File: config.mk
export PLATFORM = sky130hd
export DESIGN_NAME = seq_muldiv_flat
export DESIGN_NICKNAME = d
export VERILOG_FILES = /design/src/rtl/seq_muldiv_if.sv /design/src/rtl/seq_muldiv.sv /design/src/flat_wrapper.sv
export SDC_FILE = /design/constraint.sdc
export NUM_CORES = 1
export LEC_CHECK = 0
export ABC_AREA = 0
export BUFFER_PORTS_ARGS = -buffer_cell sky130_fd_sc_hd__clkbuf_2
export CORE_MARGIN = 2
export CORE_UTILIZATION = 50
export CTS_CLUSTER_SIZE = 16
export DETAILED_ROUTE_END_ITERATION = 12
export PLACE_DENSITY = 0.72
export SYNTH_ARGS = -nofsm -noshare
export SYNTH_HDL_FRONTEND = slang
export SYNTH_SLANG_ARGS = --single-unit
File: constraint.sdc
create_clock -name Clock -period 3.6 [get_ports Clock]
set_input_delay 0.18 -clock Clock [delete_from_list [all_inputs] [get_ports Clock]]
set_output_delay 0.18 -clock Clock [all_outputs]
set_load 0.02 [all_outputs]
File: src/rtl/seq_muldiv_if.sv
// Operand/result bundle between a requester and the sequential multiply/divide unit.
// Requester drives start/op/Yin_data/Bus_data; the unit returns Zhigh/Zlow/busy/done/div_zero.
// start is only honoured while busy is low; done is a one-cycle pulse marking fresh results.
interface seq_muldiv_if;
  logic        start;
  logic        op;
  logic [31:0] Yin_data;
  logic [31:0] Bus_data;
  logic [31:0] Zhigh;
  logic [31:0] Zlow;
  logic        busy;
  logic        done;
  logic        div_zero;

  modport master (
    output start, op, Yin_data, Bus_data,
    input  Zhigh, Zlow, busy, done, div_zero
  );

  modport slave (
    input  start, op, Yin_data, Bus_data,
    output Zhigh, Zlow, busy, done, div_zero
  );
endinterface

File: src/rtl/seq_muldiv.sv
// Sequential signed 32x32 Booth multiplier and 32/32 restoring divider (truncating).
// Latency from sampling edge to DONE entry: mul 33, div 34, divide-by-zero 1 edge.
// No backpressure: start is ignored while busy; results hold until the next DONE entry.
// Ports: Clock, clear (sync, active-low); bus (slave): start/op/Yin_data/Bus_data in,
//        Zhigh/Zlow (registered result), busy, done (1-cycle pulse), div_zero out.
module seq_muldiv (
  input  logic        Clock,
  input  logic        clear,
  seq_muldiv_if.slave bus
);

  typedef enum logic [2:0] {IDLE, MUL, DIV, FIX, DONE} state_t;

  state_t      state_q, state_d;
  logic [5:0]  cnt_q, cnt_d;
  // acc: Booth partial product (33b so subtracting 0x80000000 cannot overflow),
  //      or partial remainder when dividing.
  logic [32:0] acc_q, acc_d;
  // mcand: sign-extended multiplicand, or zero-extended divisor magnitude.
  logic [32:0] mcand_q, mcand_d;
  // qreg: multiplier shifting out / product low half, or dividend shifting out / quotient.
  logic [31:0] qreg_q, qreg_d;
  logic        qm1_q, qm1_d;
  logic        neg_quo_q, neg_quo_d;
  logic        neg_rem_q, neg_rem_d;
  logic [31:0] zhigh_q, zhigh_d;
  logic [31:0] zlow_q, zlow_d;
  logic        div_zero_q, div_zero_d;

  logic [32:0] booth_sum;
  logic [32:0] div_sh;
  logic [32:0] div_trial;
  logic [31:0] abs_a;
  logic [31:0] abs_b;

  always_comb begin
    state_d    = state_q;
    cnt_d      = cnt_q;
    acc_d      = acc_q;
    mcand_d    = mcand_q;
    qreg_d     = qreg_q;
    qm1_d      = qm1_q;
    neg_quo_d  = neg_quo_q;
    neg_rem_d  = neg_rem_q;
    zhigh_d    = zhigh_q;
    zlow_d     = zlow_q;
    div_zero_d = div_zero_q;

    // Magnitudes as unsigned: 0x80000000 negates to itself, which is the correct magnitude.
    abs_a = bus.Yin_data[31] ? (32'd0 - bus.Yin_data) : bus.Yin_data;
    abs_b = bus.Bus_data[31] ? (32'd0 - bus.Bus_data) : bus.Bus_data;

    // Booth radix-2: inspect {q0, q-1}; 01 adds, 10 subtracts the multiplicand.
    case ({qreg_q[0], qm1_q})
      2'b01:   booth_sum = acc_q + mcand_q;
      2'b10:   booth_sum = acc_q - mcand_q;
      default: booth_sum = acc_q;
    endcase

    // Restoring step. Divisor magnitude <= 2^31 keeps the remainder below 2^31,
    // so bit 32 of the trial difference is purely the borrow.
    div_sh    = {acc_q[31:0], qreg_q[31]};
    div_trial = div_sh - mcand_q;

    case (state_q)
      IDLE, DONE: begin
        if (bus.start) begin
          cnt_d      = 6'd0;
          div_zero_d = 1'b0;
          if (!bus.op) begin
            state_d = MUL;
            acc_d   = 33'd0;
            mcand_d = {bus.Yin_data[31], bus.Yin_data};
            qreg_d  = bus.Bus_data;
            qm1_d   = 1'b0;
          end else if (bus.Bus_data == 32'd0) begin
            state_d    = DONE;
            zhigh_d    = bus.Yin_data;
            zlow_d     = 32'hFFFF_FFFF;
            div_zero_d = 1'b1;
          end else begin
            state_d   = DIV;
            acc_d     = 33'd0;
            mcand_d   = {1'b0, abs_b};
            qreg_d    = abs_a;
            neg_quo_d = bus.Yin_data[31] ^ bus.Bus_data[31];
            neg_rem_d = bus.Yin_data[31];
          end
        end else if (state_q == DONE) begin
          state_d = IDLE;
        end
      end

      MUL: begin
        // Arithmetic shift right of {acc, qreg, q-1} by one.
        acc_d  = {booth_sum[32], booth_sum[32:1]};
        qreg_d = {booth_sum[0], qreg_q[31:1]};
        qm1_d  = qreg_q[0];
        if (cnt_q == 6'd31) begin
          state_d = DONE;
          cnt_d   = 6'd0;
          zhigh_d = booth_sum[32:1];
          zlow_d  = {booth_sum[0], qreg_q[31:1]};
        end else begin
          cnt_d = cnt_q + 6'd1;
        end
      end

      DIV: begin
        if (!div_trial[32]) begin
          acc_d  = div_trial;
          qreg_d = {qreg_q[30:0], 1'b1};
        end else begin
          acc_d  = div_sh;
          qreg_d = {qreg_q[30:0], 1'b0};
        end
        if (cnt_q == 6'd31) begin
          state_d = FIX;
          cnt_d   = 6'd0;
        end else begin
          cnt_d = cnt_q + 6'd1;
        end
      end

      FIX: begin
        // Truncating division: quotient sign = sign(A)^sign(B), remainder follows the dividend.
        state_d = DONE;
        zlow_d  = neg_quo_q ? (32'd0 - qreg_q) : qreg_q;
        zhigh_d = neg_rem_q ? (32'd0 - acc_q[31:0]) : acc_q[31:0];
      end

      default: begin
        state_d = IDLE;
      end
    endcase
  end

  always_ff @(posedge Clock) begin
    if (!clear) begin
      state_q    <= IDLE;
      cnt_q      <= 6'd0;
      acc_q      <= 33'd0;
      mcand_q    <= 33'd0;
      qreg_q     <= 32'd0;
      qm1_q      <= 1'b0;
      neg_quo_q  <= 1'b0;
      neg_rem_q  <= 1'b0;
      zhigh_q    <= 32'd0;
      zlow_q     <= 32'd0;
      div_zero_q <= 1'b0;
    end else begin
      state_q    <= state_d;
      cnt_q      <= cnt_d;
      acc_q      <= acc_d;
      mcand_q    <= mcand_d;
      qreg_q     <= qreg_d;
      qm1_q      <= qm1_d;
      neg_quo_q  <= neg_quo_d;
      neg_rem_q  <= neg_rem_d;
      zhigh_q    <= zhigh_d;
      zlow_q     <= zlow_d;
      div_zero_q <= div_zero_d;
    end
  end

  assign bus.Zhigh    = zhigh_q;
  assign bus.Zlow     = zlow_q;
  assign bus.div_zero = div_zero_q;
  assign bus.done     = (state_q == DONE);
  assign bus.busy     = (state_q == MUL) || (state_q == DIV) || (state_q == FIX);

endmodule

File: src/flat_wrapper.sv
// flat-port wrapper written by rule: the top's interface ports become plain ports
module seq_muldiv_flat 
  (Clock, clear, bus_start, bus_op, bus_Yin_data, bus_Bus_data, bus_Zhigh, bus_Zlow, bus_busy, bus_done, bus_div_zero);
  seq_muldiv_if bus_i ();
  input  logic Clock;
  input  logic clear;
  input wire logic [$bits(bus_i.start)-1:0] bus_start;
  input wire logic [$bits(bus_i.op)-1:0] bus_op;
  input wire logic [$bits(bus_i.Yin_data)-1:0] bus_Yin_data;
  input wire logic [$bits(bus_i.Bus_data)-1:0] bus_Bus_data;
  output wire logic [$bits(bus_i.Zhigh)-1:0] bus_Zhigh;
  output wire logic [$bits(bus_i.Zlow)-1:0] bus_Zlow;
  output wire logic [$bits(bus_i.busy)-1:0] bus_busy;
  output wire logic [$bits(bus_i.done)-1:0] bus_done;
  output wire logic [$bits(bus_i.div_zero)-1:0] bus_div_zero;
  assign bus_i.start = bus_start;
  assign bus_i.op = bus_op;
  assign bus_i.Yin_data = bus_Yin_data;
  assign bus_i.Bus_data = bus_Bus_data;
  assign bus_Zhigh = bus_i.Zhigh;
  assign bus_Zlow = bus_i.Zlow;
  assign bus_busy = bus_i.busy;
  assign bus_done = bus_i.done;
  assign bus_div_zero = bus_i.div_zero;
  seq_muldiv u_core (.Clock(Clock), .clear(clear), .bus(bus_i));
endmodule
After elaboration in Yosys (flattened, before gate mapping)
Index checks and enable logic that the tools add are counted.
- logic and storage cells: 97
- input port bits: 68
- register bits: 175
- bits in writable memories: 0
- memories kept: 0
- bits in latches: 0
- bits in read-only memories: 0
- output and inout bits: 67
- reductions and logical operators: 18
- div/mod/pow operators: 0
- eq/ne operators: 16
- multiplexer cells: 42
- multipliers: 0
- bitwise gates (word level): 2
- shift operators: 0
- $add $sub $neg: 8
- magnitude comparators: 0
- operators by type and width (kind ; count):
    $mux 32 ; 15
    $pmux 32 s3 ; 3
    $mux 33 ; 6
    $sub 1x32->32 const A ; 4
    $pmux 33 s3 ; 1
    $pmux 33 s2 ; 1
    $sub 33x33->33 ; 2
    $add 33x33->33 ; 1
    $logic_not 32->1 ; 1
    $mux 3 ; 6
    $mux 6 ; 2
    $pmux 3 s4 ; 1
    $pmux 6 s2 ; 1
    $reduce_and 3->1 ; 4
    $ne 2x2->1 const B ; 4
    $add 6x1->6 const B ; 1
    $eq 3x2->1 const B ; 2
    $eq 6x5->1 const B ; 1
    $ne 2x1->1 const B ; 3
    $ne 3x3->1 const B ; 2
    $reduce_bool 3->1 ; 2
    $mux 1 ; 5
    $reduce_and 5->1 ; 1
    $reduce_and 2->1 ; 2
    other kinds (12) ; 15

Depth between registers and ports, before layout
- depth in word-level cells: 6
- mapped depth: 19
- depth with buffers taken out: 18

Worst setup path before layout
OpenSTA, ideal clock, no wires.
- path type: reg-to-reg
- start point: register u_core.mcand_q[2]
- end point: register u_core.zhigh_q[28], in the netlist u_core.bus.Zhigh[28]
- buffers on the path: 1
- cell stages (with the launch flop): 18
- slack: -0.209 ns
- arrival time: 3.679 ns
- period minus slack after synthesis: 3.809 ns
- setup time: 0.130 ns
- required time: 3.470 ns
- cell sequence: dfxtp_1 -> nor4_1 -> and3_1 -> and3_1 -> clkbuf_1 -> nor2b_1 -> a31oi_1 -> xnor2_1 -> ha_1 -> a21o_1 -> a21o_1 -> a21o_1 -> or3_1 -> a2111oi_0 -> or3_1 -> a21oi_1 -> o21ai_0 -> a31oi_1
- word-level cells in the longest chain between the ends: 4
- elaborated cells on any way between the ends: 5
- those cells by class: add/sub: 2; mux: 3
- RTL lines (what ; line ; text):
    start: declaration ; seq_muldiv.sv:20 ; logic [32:0] mcand_q, mcand_d;
    start signal: assignment ; seq_muldiv.sv:155 ; mcand_q <= mcand_d;
    $sub 33x33->33 / $add 33x33->33 (equally long branches) ; seq_muldiv.sv:56, seq_muldiv.sv:55 ;
    $pmux 33 s2 * ; seq_muldiv.sv:54 ; case ({qreg_q[0], qm1_q})
    $mux 32 * ; seq_muldiv.sv:99 ; if (cnt_q == 6'd31) begin
    $pmux 32 s3 * ; seq_muldiv.sv:65 ; case (state_q)
    end signal: assignment ; seq_muldiv.sv:160 ; zhigh_q <= zhigh_d;
    end: declaration ; seq_muldiv.sv:26 ; logic [31:0] zhigh_q, zhigh_d;
Mark *: on every way between the ends. The rest lies on a longest branch, timed or not. The select of a mux whose other input is x is not followed.
A chain may end at the register's enable or synchronous reset.

Worst setup path after layout
- start point: register u_core.mcand_q[5]
- end point: register u_core.acc_q[29]
- word-level cells in the longest chain between the ends: 3
- elaborated cells on any way between the ends: 6
- those cells by class: add/sub: 3; mux: 3
- RTL lines (what ; line ; text):
    $sub 33x33->33 (tied with other cells) ; seq_muldiv.sv:56 ; 2'b10: booth_sum = acc_q - mcand_q;
    $pmux 33 s2 / $mux 33 (equally long branches) ; seq_muldiv.sv:54, seq_muldiv.sv:110 ;
    $pmux 33 s3 * ; seq_muldiv.sv:65 ;
    end signal: assignment ; seq_muldiv.sv:142 ; acc_q <= 33'd0;
    end signal: assignment ; seq_muldiv.sv:154 ; acc_q <= acc_d;
    end: declaration ; seq_muldiv.sv:18 ; logic [32:0] acc_q, acc_d;
Mark *: on every way between the ends. The rest lies on a longest branch, timed or not.

==> flow_summary.json <==
{
  "tightest_slew_ns": 1.468,
  "postLayoutSetupSlackWorst_ns": -0.3393,
  "final_common_cell": "buf_4",
  "cts_root_buf": "clkbuf_16",
  "clock.fmax_ghz": 0.2539,
  "skew_ns": 0.01403,
  "start_util_pct": 50.73,
  "rsz0062_at_grt": "yes",
  "use_met1_pct": 46.72,
  "core_area_mm2": 0.02956,
  "period_minus_slack_ns": 3.939,
  "slew_headroom_pct": 1.748,
  "maxCapViolCount": 0,
  "drt_iter0_markers": 2058,
  "die_h_um": 177.2,
  "die_w_um": 177.2,
  "yosysUniqueCellTypes": 81,
  "cts_tree": "built",
  "grtUsageTotal_pct": 35.78,
  "synth-edff-count": 0,
  "synth-seq-area-share_pct": 23.36,
  "overflow": 0,
  "drc_errors": 0,
  "dr.pass1.iters": 6,
  "ios": 135,
  "netlist_area_mm2": 0.01500,
  "syn_nets": 2189,
  "drive_gt1_share_pct": 25.25,
  "area_growth_pct": 26.99,
  "power_w": 0.007367,
  "irDropWorstVdd_v": 0.0003393,
  "wl_per_cell_um": 21.30,
  "netlist_instances": 2048,
  "grt.met3_usage_pct": 6.207,
  "synth_ff_type": "dfxtp_1",
  "fin_tns_setup_ns": -3.247,
  "violations": "negative setup slack",
  "gp_congestion": 0.9661,
  "layout_common_cells": "buf_4 (239), nand2_1 (213), a21oi_1 (191)",
  "htree_levels": 4,
  "arrival_ns": 4.23,
  "crit_path_end_kind": "flop",
  "finalCritPeriodShare_pct": 109.4,
  "met2_usage_pct": 56.10,
  "dr_total_vias": 17420,
  "dieArea_mm2": 0.03139,
  "critical_path_required_ns": 3.89,
  "grt.busiest_layer": "met2",
  "finalHoldViolations": 0,
  "p_per_area_mw_per_mm2": 386.8,
  "final-setup-viol-count": 28,
  "async_flop_share_pct": 0,
  "cp_max_fo": 4,
  "finalNetCount": 2441,
  "synth_seq_cells": 175,
  "synth_warnings": 0,
  "cts_made_buffers": 17,
  "post-dp-hpwl_um": 42700,
  "final_antenna_net_count": 0,
  "holdBufCountCts": 0,
  "critPathLaunchType": "flop",
  "leakagePower_nw": 7.727,
  "grt_pass1_wl_um": 87860,
  "outcome": "finished with violations",
  "port_buffers": 134,
  "grt_max_degree": 77,
  "hold_class": "in2reg",
  "crit_type": "reg2reg",
  "clk_pin_slew_ns": 0.08,
  "antenna_found_initial": 2,
  "first_global_vias": 15990,
  "viasPerCell": 6.442,
  "cts.sinks": 175,
  "insertion_delay_ns": 0.45,
  "clock_path_buffers": 2,
  "nFillCells": 2668,
  "rows": 63,
  "syn_area_per_cell_um2": 7.323,
  "routed_wl_um": 57600,
  "slew_viol_final": 0
}
-- critical path, cell delays in order (launching register included) --
cell	delay, ns
dfxtp_2	0.34
nor4_4	0.33
buf_4	0.18
and3_4	0.20
buf_4	0.12
and2_4	0.13
a21oi_1	0.07
xnor2_1	0.14
ha_1	0.32
buf_4	0.18
and2_4	0.18
buf_4	0.10
nand4_1	0.19
nor3_4	0.26
o211ai_1	0.19
nand2_1	0.17
a21oi_2	0.08
xor2_1	0.12
o21ai_1	0.12
a221oi_1	0.27
a21oi_1	0.11
-- sequential cells by signal, summed over array words and instances, names as in the netlist --
signal and cells:
u_core.mcand_q 33, u_core.qreg_q 32, u_core.neg_rem_q 1, u_core.bus.div_zero 1
u_core.cnt_q 6, u_core.bus.Zlow 32, u_core.qm1_q 1, u_core.acc_q 33
u_core.neg_quo_q 1, u_core.state_q 3, u_core.bus.Zhigh 32
-- final timing paths --
| check | from | to | slack [ns] | cells past startpoint |
|---|---|---|---|---|
| worst min register to register | u_core.bus.Zlow[24]$_SDFFE_PN0P_ | u_core.bus.Zlow[24]$_SDFFE_PN0P_ | 0.46 | 2 |
| worst max register to register | u_core.mcand_q[5]$_SDFFE_PN0P_ | u_core.acc_q[29]$_SDFFE_PN0P_ | -0.34 | 20 |
| worst min-delay path | bus_Yin_data[0] | u_core.bus.Zhigh[0]$_SDFFE_PN0P_ | 0.12 | 3 |
| worst max-delay path | u_core.mcand_q[5]$_SDFFE_PN0P_ | u_core.acc_q[29]$_SDFFE_PN0P_ | -0.34 | 20 |
-- where the power goes --
part	switching (W)	internal, W
Combinational	0.00175	0.00134
Clock	0.000847	0.00122
Sequential	0.000167	0.00204
-- timing repair --
| item | CTS | global route |
|---|---|---|
| endpoints found under the setup margin | 53 | 55 |
| pin swaps | 57 | 53 |
| gates resized for setup | 86 | 82 |
| buffers inserted | 14 | 13 |
-- stage by stage --
| step | utilization [%] | instance area [um2] | worst slack [ns] | instances | hold slack, ns |
|---|---|---|---|---|---|
| 2_1_floorplan | - | 15030 | 0.04628 | 2048 | 0.3582 |
| 3_5_place_dp | 58.91 | 17410 | -0.6096 | 2649 | 0.4516 |
| 5_1_grt | 64.42 | 19040 | -0.4563 | 2703 | 0.1431 |
| 3_3_place_gp | 58.91 | 17410 | -0.5607 | 2649 | 0.4429 |
| 6_report | 64.43 | 19040 | -0.3393 | 2704 | 0.1204 |
| 4_1_cts | 62.64 | 18520 | -0.2591 | 2692 | 0.1067 |
-- synthesized netlist by cell type (7+ instances only) --
cell / count / share of area, %
nand2_1: 215 / 5.4
a21oi_1: 212 / 7.1
nor2_1: 187 / 4.7
o21ai_0: 179 / 6.0
dfxtp_1: 175 / 23
clkbuf_1: 119 / 3.0
xor2_1: 104 / 6.1
xnor2_1: 101 / 5.9
ha_1: 71 / 5.9
inv_1: 63 / 1.6
a221oi_1: 50 / 2.9
a211oi_1: 48 / 2.4
o31ai_1: 40 / 2.0
a22oi_1: 39 / 2.0
a21o_1: 34 / 1.7
a31oi_1: 30 / 1.3
o211ai_1: 28 / 1.4
nand3_1: 25 / 0.83
buf_2: 23 / 0.77
a311oi_1: 20 / 1.2
nor4_1: 19 / 0.79
o41ai_1: 19 / 1.1
a41oi_1: 13 / 0.76
and2_1: 13 / 0.54
and3_1: 13 / 0.54
nand2b_1: 13 / 0.54
nor3_1: 13 / 0.43
or4_1: 13 / 0.65
or2_2: 12 / 0.50
or3_1: 12 / 0.50
mux2i_1: 11 / 0.73
nand4_1: 11 / 0.46
nor2b_1: 11 / 0.46
buf_1: 7 / 0.18
o21bai_1: 7 / 0.35
o31a_1: 7 / 0.41
-- cell type report --
class	count	area [um2]	area share (%)
Inverter	63	237.7	1.248
Sequential cell	175	3508	18.42
Tap cell	390	488.0	2.562
Clock buffer	23	478.0	2.510
Multi-Input combinational cell	1654	11460	60.18
Timing Repair Buffer	389	2713	14.24
Clock inverter	9	156.4	0.8212
Antenna cell	1	2.502	0.01314
-- routing by layer --
| layer | part of all wire, % | wire length (um) |
|---|---|---|
| met1 | 41 | 23380 |
| met3 | 9.6 | 5511 |
| met4 | 5.8 | 3332 |
| met5 | 0 | 0 |
| met2 | 44 | 25370 |
-- cell families after synthesis --
logic type      Yosys count  share of synthesized area (%)
compound gates          779                          33.73
flops                   175                          23.36
mux                      14                         0.9595
simple gates            582                          17.84
xor+xnor                206                          12.08
buf+inv                 219                          5.840
fa+ha+maj                73                          6.191
Power figures use the tool's default switching activity.
